**src/rtl/imm_pkg.sv**
```systemverilog
// Shared types and constants for the RISC-V immediate-generation stage.
package imm_pkg;

  // Output format code of a decoded instruction.
  typedef enum logic [2:0] {
    FMT_NONE = 3'd0,
    FMT_I    = 3'd1,
    FMT_S    = 3'd2,
    FMT_B    = 3'd3,
    FMT_U    = 3'd4,
    FMT_J    = 3'd5,
    FMT_Z    = 3'd6
  } imm_fmt_e;

  // Major opcodes (instr[6:0]) the decoder recognises.
  localparam logic [6:0] OPC_LOAD      = 7'b0000011;
  localparam logic [6:0] OPC_MISC_MEM  = 7'b0001111;
  localparam logic [6:0] OPC_OP_IMM    = 7'b0010011;
  localparam logic [6:0] OPC_AUIPC     = 7'b0010111;
  localparam logic [6:0] OPC_OP_IMM_32 = 7'b0011011;
  localparam logic [6:0] OPC_STORE     = 7'b0100011;
  localparam logic [6:0] OPC_OP        = 7'b0110011;
  localparam logic [6:0] OPC_LUI       = 7'b0110111;
  localparam logic [6:0] OPC_OP_32     = 7'b0111011;
  localparam logic [6:0] OPC_BRANCH    = 7'b1100011;
  localparam logic [6:0] OPC_JALR      = 7'b1100111;
  localparam logic [6:0] OPC_JAL       = 7'b1101111;
  localparam logic [6:0] OPC_SYSTEM    = 7'b1110011;

  // Storage entries are sized for the widest legal configuration so the
  // struct can live in the package; narrower instances use the low bits.
  localparam int IMM_MAX_W = 64;
  localparam int TAG_MAX_W = 32;

  // One buffered decode result.
  typedef struct packed {
    logic [IMM_MAX_W-1:0] imm;
    imm_fmt_e             fmt;
    logic                 illegal;
    logic [TAG_MAX_W-1:0] tag;
  } imm_entry_t;

endpackage

```
**src/rtl/imm_decode_core.sv**
```systemverilog
// Combinational RISC-V immediate decoder: instruction word -> imm/fmt/illegal.
module imm_decode_core
  import imm_pkg::*;
#(
  parameter int XLEN  = 64,
  parameter bit ZICSR = 1'b1
) (
  input  logic [31:0]     instr,
  output logic [XLEN-1:0] imm,
  output imm_fmt_e        fmt,
  output logic            illegal
);

  logic signed [31:0] w_raw;   // 32-bit sign-correct immediate before widening
  logic               w_zext;  // CSR immediate: zero-extend rs1 field instead

  // Opcode classification and 32-bit immediate assembly.
  always_comb begin
    fmt     = FMT_NONE;
    illegal = 1'b0;
    w_raw   = '0;
    w_zext  = 1'b0;
    case (instr[6:0])
      OPC_OP_IMM, OPC_LOAD, OPC_JALR: begin
        fmt   = FMT_I;
        w_raw = {{20{instr[31]}}, instr[31:20]};
      end
      OPC_OP_IMM_32: begin
        if (XLEN == 64) begin
          fmt   = FMT_I;
          w_raw = {{20{instr[31]}}, instr[31:20]};
        end else begin
          illegal = 1'b1;
        end
      end
      OPC_STORE: begin
        fmt   = FMT_S;
        w_raw = {{20{instr[31]}}, instr[31:25], instr[11:7]};
      end
      OPC_BRANCH: begin
        fmt   = FMT_B;
        w_raw = {{19{instr[31]}}, instr[31], instr[7], instr[30:25], instr[11:8], 1'b0};
      end
      OPC_LUI, OPC_AUIPC: begin
        fmt   = FMT_U;
        w_raw = {instr[31:12], 12'b0};
      end
      OPC_JAL: begin
        fmt   = FMT_J;
        w_raw = {{11{instr[31]}}, instr[31], instr[19:12], instr[20], instr[30:21], 1'b0};
      end
      OPC_SYSTEM: begin
        // Only the immediate CSR forms (funct3[2]=1) carry an immediate.
        if (ZICSR && instr[14]) begin
          fmt    = FMT_Z;
          w_zext = 1'b1;
        end
      end
      OPC_OP, OPC_MISC_MEM: begin
        fmt = FMT_NONE;
      end
      OPC_OP_32: begin
        if (XLEN != 64) illegal = 1'b1;
      end
      // Anything else, including compressed encodings (instr[1:0] != 11).
      default: illegal = 1'b1;
    endcase
  end

  // Widen to XLEN: signed cast sign-extends from instr[31]; CSR uimm zero-extends.
  always_comb begin
    imm = w_zext ? XLEN'(instr[19:15]) : XLEN'(w_raw);
  end

endmodule

```
**src/rtl/imm_gen_stage.sv**
```systemverilog
// Registered immediate-generation stage: decoder feeding a 2-entry skid FIFO.
module imm_gen_stage
  import imm_pkg::*;
#(
  parameter int XLEN  = 64,
  parameter int TAG_W = 8,
  parameter bit ZICSR = 1'b1
) (
  input  logic             clk,
  input  logic             rst_n,
  input  logic             flush_i,
  input  logic             in_valid,
  output logic             in_ready,
  input  logic [31:0]      in_instr,
  input  logic [TAG_W-1:0] in_tag,
  output logic             out_valid,
  input  logic             out_ready,
  output logic [XLEN-1:0]  out_imm,
  output logic [2:0]       out_fmt,
  output logic             out_illegal,
  output logic [TAG_W-1:0] out_tag
);

  logic [XLEN-1:0] w_imm;
  imm_fmt_e        w_fmt;
  logic            w_illegal;
  imm_entry_t      w_entry;
  imm_entry_t      w_head;
  logic            w_push;
  logic            w_pop;
  logic            w_unused_bits;

  imm_entry_t      r_mem [2];
  logic            r_wr_ptr;
  logic            r_rd_ptr;
  logic [1:0]      r_count;

  imm_decode_core #(
    .XLEN  (XLEN),
    .ZICSR (ZICSR)
  ) u_decode (
    .instr   (in_instr),
    .imm     (w_imm),
    .fmt     (w_fmt),
    .illegal (w_illegal)
  );

  // Handshake: ready/valid come from the occupancy register only.
  assign in_ready  = (r_count != 2'd2);
  assign out_valid = (r_count != 2'd0);
  assign w_push    = in_valid & in_ready & ~flush_i;
  assign w_pop     = out_valid & out_ready;

  // Pack the decode result with its tag for storage.
  always_comb begin
    w_entry         = '0;
    w_entry.imm     = IMM_MAX_W'(w_imm);
    w_entry.fmt     = w_fmt;
    w_entry.illegal = w_illegal;
    w_entry.tag     = TAG_MAX_W'(in_tag);
  end

  // FIFO storage: written at the write pointer on every accepted push.
  always_ff @(posedge clk or negedge rst_n) begin
    if (!rst_n) begin
      for (int i = 0; i < 2; i++) r_mem[i] <= '0;
    end else if (w_push) begin
      r_mem[r_wr_ptr] <= w_entry;
    end
  end

  // Pointers and occupancy; flush empties the buffer and drops same-cycle traffic.
  always_ff @(posedge clk or negedge rst_n) begin
    if (!rst_n) begin
      r_wr_ptr <= 1'b0;
      r_rd_ptr <= 1'b0;
      r_count  <= 2'd0;
    end else if (flush_i) begin
      r_wr_ptr <= 1'b0;
      r_rd_ptr <= 1'b0;
      r_count  <= 2'd0;
    end else begin
      if (w_push) r_wr_ptr <= ~r_wr_ptr;
      if (w_pop)  r_rd_ptr <= ~r_rd_ptr;
      case ({w_push, w_pop})
        2'b10:   r_count <= r_count + 2'd1;
        2'b01:   r_count <= r_count - 2'd1;
        default: r_count <= r_count;
      endcase
    end
  end

  // Head entry drives the outputs directly.
  assign w_head      = r_mem[r_rd_ptr];
  assign out_imm     = w_head.imm[XLEN-1:0];
  assign out_fmt     = w_head.fmt;
  assign out_illegal = w_head.illegal;
  assign out_tag     = w_head.tag[TAG_W-1:0];

  // High storage bits beyond XLEN/TAG_W are constant zero and never read out.
  assign w_unused_bits = ^w_head;

endmodule

```
**config.mk**
```make
export PLATFORM = sky130hd
export DESIGN_NAME = imm_gen_stage
export DESIGN_NICKNAME = d
export VERILOG_FILES = /design/src/rtl/imm_pkg.sv /design/src/rtl/imm_decode_core.sv /design/src/rtl/imm_gen_stage.sv
export SDC_FILE = /design/constraint.sdc
export NUM_CORES = 1
export LEC_CHECK = 0
export CAP_MARGIN = 20
export CORE_MARGIN = 5
export CORE_UTILIZATION = 35
export CTS_CLUSTER_SIZE = 24
export DETAILED_ROUTE_END_ITERATION = 8
export GPL_ROUTABILITY_DRIVEN = 0
export PLACE_DENSITY = 0.64
export SYNTH_ARGS = -nofsm -noshare
export SYNTH_HDL_FRONTEND = slang
export SYNTH_HIERARCHICAL = 1
export SYNTH_SLANG_ARGS = --single-unit
```
**constraint.sdc**
```tcl
create_clock -name clk -period 2.1 [get_ports clk]
set_input_delay 0.63 -clock clk [delete_from_list [all_inputs] [get_ports clk]]
set_output_delay 0.63 -clock clk [all_outputs]
set_load 0.005 [all_outputs]
```
==> results.py <==
metrics = {
    "global_routing": {
        "first_global_vias": 5499,
        "overflow": 0,
        "antenna_found_initial": 0,
        "top_usage_layer": "met2",
        "track_usage_pct": 15.3,
        "globalRouteMet2Util_pct": 25.7,
        "use_met1_pct": 20.1,
        "use_met3_pct": 3.77,
        "grt_max_degree": 55,
        "grt_pass1_wl_um": 29800,
    },
    "detailed_routing": {
        "drc": 0,
        "first_iter_violations": 200,
        "wl_per_cell_um": 18.3,
        "drt_wl_total_um": 18300,
        "vias": 4883,
        "ant_nets": 0,
        "routed_via_density": 4.87,
        "first_pass_iters": 4,
    },
    "cells_and_area": {
        "final_layout_size_suffix_gt1_share_pct": 55.5,
        "areaGrowthSynthToFinish_pct": 35.2,
        "layout.nets": 754,
        "diodes": 0,
        "design_area_mm2": 0.0103,
    },
    "timing": {
        "setup-violations-final": 76,
        "fin_ws_ns": -0.302,
        "period_share_pct": 114,
        "rsz0062_at_grt": "yes",
        "final-hold-violation-count": 0,
        "max_freq_mhz": 416,
        "slew-limit-headroom_pct": 77.2,
        "slew_viol_final": 0,
        "fin_skew_ns": 0.00737,
        "period_minus_slack_ns": 2.40,
        "tightest_slew_ns": 0.342,
        "hold_ws_ns": 0.0717,
    },
    "outcome": {
        "status": "complete, but fails checks",
        "violations": "setup timing",
    },
    "worst_setup_path": {
        "critPathKind": "reg -> out",
        "critPathCaptureType": "output port",
        "cp_data_arrival_time_ns": 1.77,
        "r2r-start": "r_count[1]",
        "slowest_stage": "dfrtp_4",
        "critPathLaunch": "r_rd_ptr",
        "critPathRequiredTime_ns": 1.47,
        "crit_family": "buffers and inverters",
        "cp_max_fo": 5,
        "crit_buf_inv": 4,
        "max_stage_delay_ns": 0.51,
        "startpoint_type": "flip-flop",
        "cp_cell_sequence": "buf_12, buf_8, buf_16, mux2_4, buf_6",
    },
    "floorplan": {
        "die_h_um": 158,
        "core-area_mm2": 0.0216,
        "die_w_um": 158,
        "start_util_pct": 35.3,
        "num_rows": 54,
        "fp.dieArea_mm2": 0.0248,
        "pin_count": 123,
    },
    "cts": {
        "cts-root-buf": "clkbuf_16",
        "holdBufCountCts": 0,
        "cts_num_sinks": 156,
        "cts_tree": "done",
        "clk_path_buf_depth": 2,
        "numCtsBuffers": 17,
        "htreeDepth": 4,
        "path_clk_slew_ns": 0.06,
        "clkLatencyLatePin_ns": 0.42,
    },
    "place": {
        "place_area_mm2": 0.00944,
        "post-place-ws_ns": -0.468,
        "dp_hpwl_um": 12600,
        "port_buffers": 122,
    },
    "yosys": {
        "synth-seq-cells": 156,
        "syn_inst": 550,
        "syn_nets": 595,
        "synth.most_common_cell": "mux2_2",
        "async_flop_share_pct": 100,
        "synth.area.top_cells": "dfrtp_1 (51%), mux2_2 (28%), mux2_1 (5.9%)",
        "yosys_warnings": 6,
        "avgSynthCellArea_um2": 13.9,
        "yosysTopAreaCell": "dfrtp_1",
        "ys_types": 47,
        "synth_edf_count": 0,
        "synth_common_cells": "mux2_2 (188), dfrtp_1 (156), buf_4 (44), mux2_1 (40), a21o_1 (22)",
        "seq_area_frac_synth_pct": 51.2,
        "synth_top_flop_cell": "dfrtp_1",
        "syn-cell-area_mm2": 0.00763,
        "yosys.area.top_type_share_pct": 51.2,
    },
    "run": {
        "cap_violations": 0,
    },
    "power_and_ir_drop": {
        "total_leakage_power_nw": 5.23,
        "ir_drop_v": 0.000445,
        "powerDensity_mw_per_mm2": 735,
    },
    "min_path": {
        "hold_path_class": "in -> async",
    },
}
[cells in the final DEF, fill, tap and decap left out, types with 2 or more instances in the layout]
cell and count:
inv_2 3, or2_2 3, buf_4 52, a21o_1 21, bufinv_16 2, o22ai_1 2, inv_6 5, a21oi_1 6
or3_4 2, nand3_1 4, buf_12 15, and2_1 11, dfrtp_1 154, dlygate4sd2_1 2, clkinvlp_4 5, o21ai_0 2
mux2_4 19, clkinv_4 2, nand2_1 7, buf_2 34, mux2_2 169, inv_1 2, nor3_1 3, buf_16 4
a21oi_2 3, clkdlybuf4s50_1 39, clkbuf_16 18, dlymetal6s2s_1 4, a221o_1 5, buf_8 4, buf_6 47, nor2_1 5
mux2_1 40
[state kept, by name, summed over array words and instances (netlist names)]
name,count
r_count,2
r_mem,152
r_rd_ptr,1
r_wr_ptr,1
[timing repair]
action | in CTS | in global routing
cloned | 5 | 1
buffers inserted | 12 | 3
pin swaps | 0 | 1
setup endpoints to repair | 88 | 143
resized for setup | 367 | 36
[stage by stage]
step                      setup TNS (ns)  cells  util (%)  total power [mW]
final                             -14.79   1002      47.7              7.59
after global routing              -19.72   1002      47.7              7.93
after CTS                         -19.29   1002      47.1              7.67
after detailed placement          -60.24    953      43.7              4.48
after global placement            -48.02    953      43.7              4.44
after floorplan                        0    550         -              3.88
[logic make-up (layout without fill, tap and decap cells)]
kind of cell,count (synthesis),after routing,synth area share (%)
DFF,156,156,51.2
xor gates and xnor gates,1,1,0.115
and+or+nand+nor,48,48,4.25
muxes,229,229,33.8
buffers and inverters,67,239,5.82
AOI/OAI and AO/OA,49,49,4.86
[worst register-to-register path, cell delays in order (launching register included)]
cell     delay (ns)
dfrtp_1        0.40
nor2b_4        0.14
buf_4          0.12
buf_4          0.14
nor4_4         0.19
buf_12         0.19
buf_4          0.20
mux2_1         0.35
[power breakdown]
part / internal, mW / switching [mW]
clock: 1.77 / 1.28
combinational: 0.731 / 0.489
sequential: 3.21 / 0.103
[worst paths after layout]
| path | endpoint | slack [ns] | cells past startpoint |
|---|---|---|---|
| worst max-delay path | out_illegal | -0.30 | 5 |
| worst min-delay path | r_mem[1] | 0.07 | 1 |
| worst max register to register | r_mem[164] | 0.25 | 7 |
| worst min register to register | r_mem[170] | 0.48 | 1 |
| max in group asynchronous | r_rd_ptr | 1.36 | 2 |
| min in group clk | r_mem[170] | 0.48 | 1 |
[layout make-up]
type | count | area [um2]
fillers | 1851 | 11300
clock inverters | 15 | 164
well taps | 280 | 350
clock buffers | 17 | 425
flip-flops and latches | 156 | 3910
multi-input cells | 327 | 3410
inverters | 5 | 18.8
repair buffers | 202 | 2040
[per-layer routing]
layer  vias to the layer above  share of wire (%)
met5                         -                  0
met3                        14                3.9
met4                         0                1.0
li1                       2272                  -
met2                       110                 50
met1                      2487                 45
Note: power is estimated with default switching activity, not from simulation.
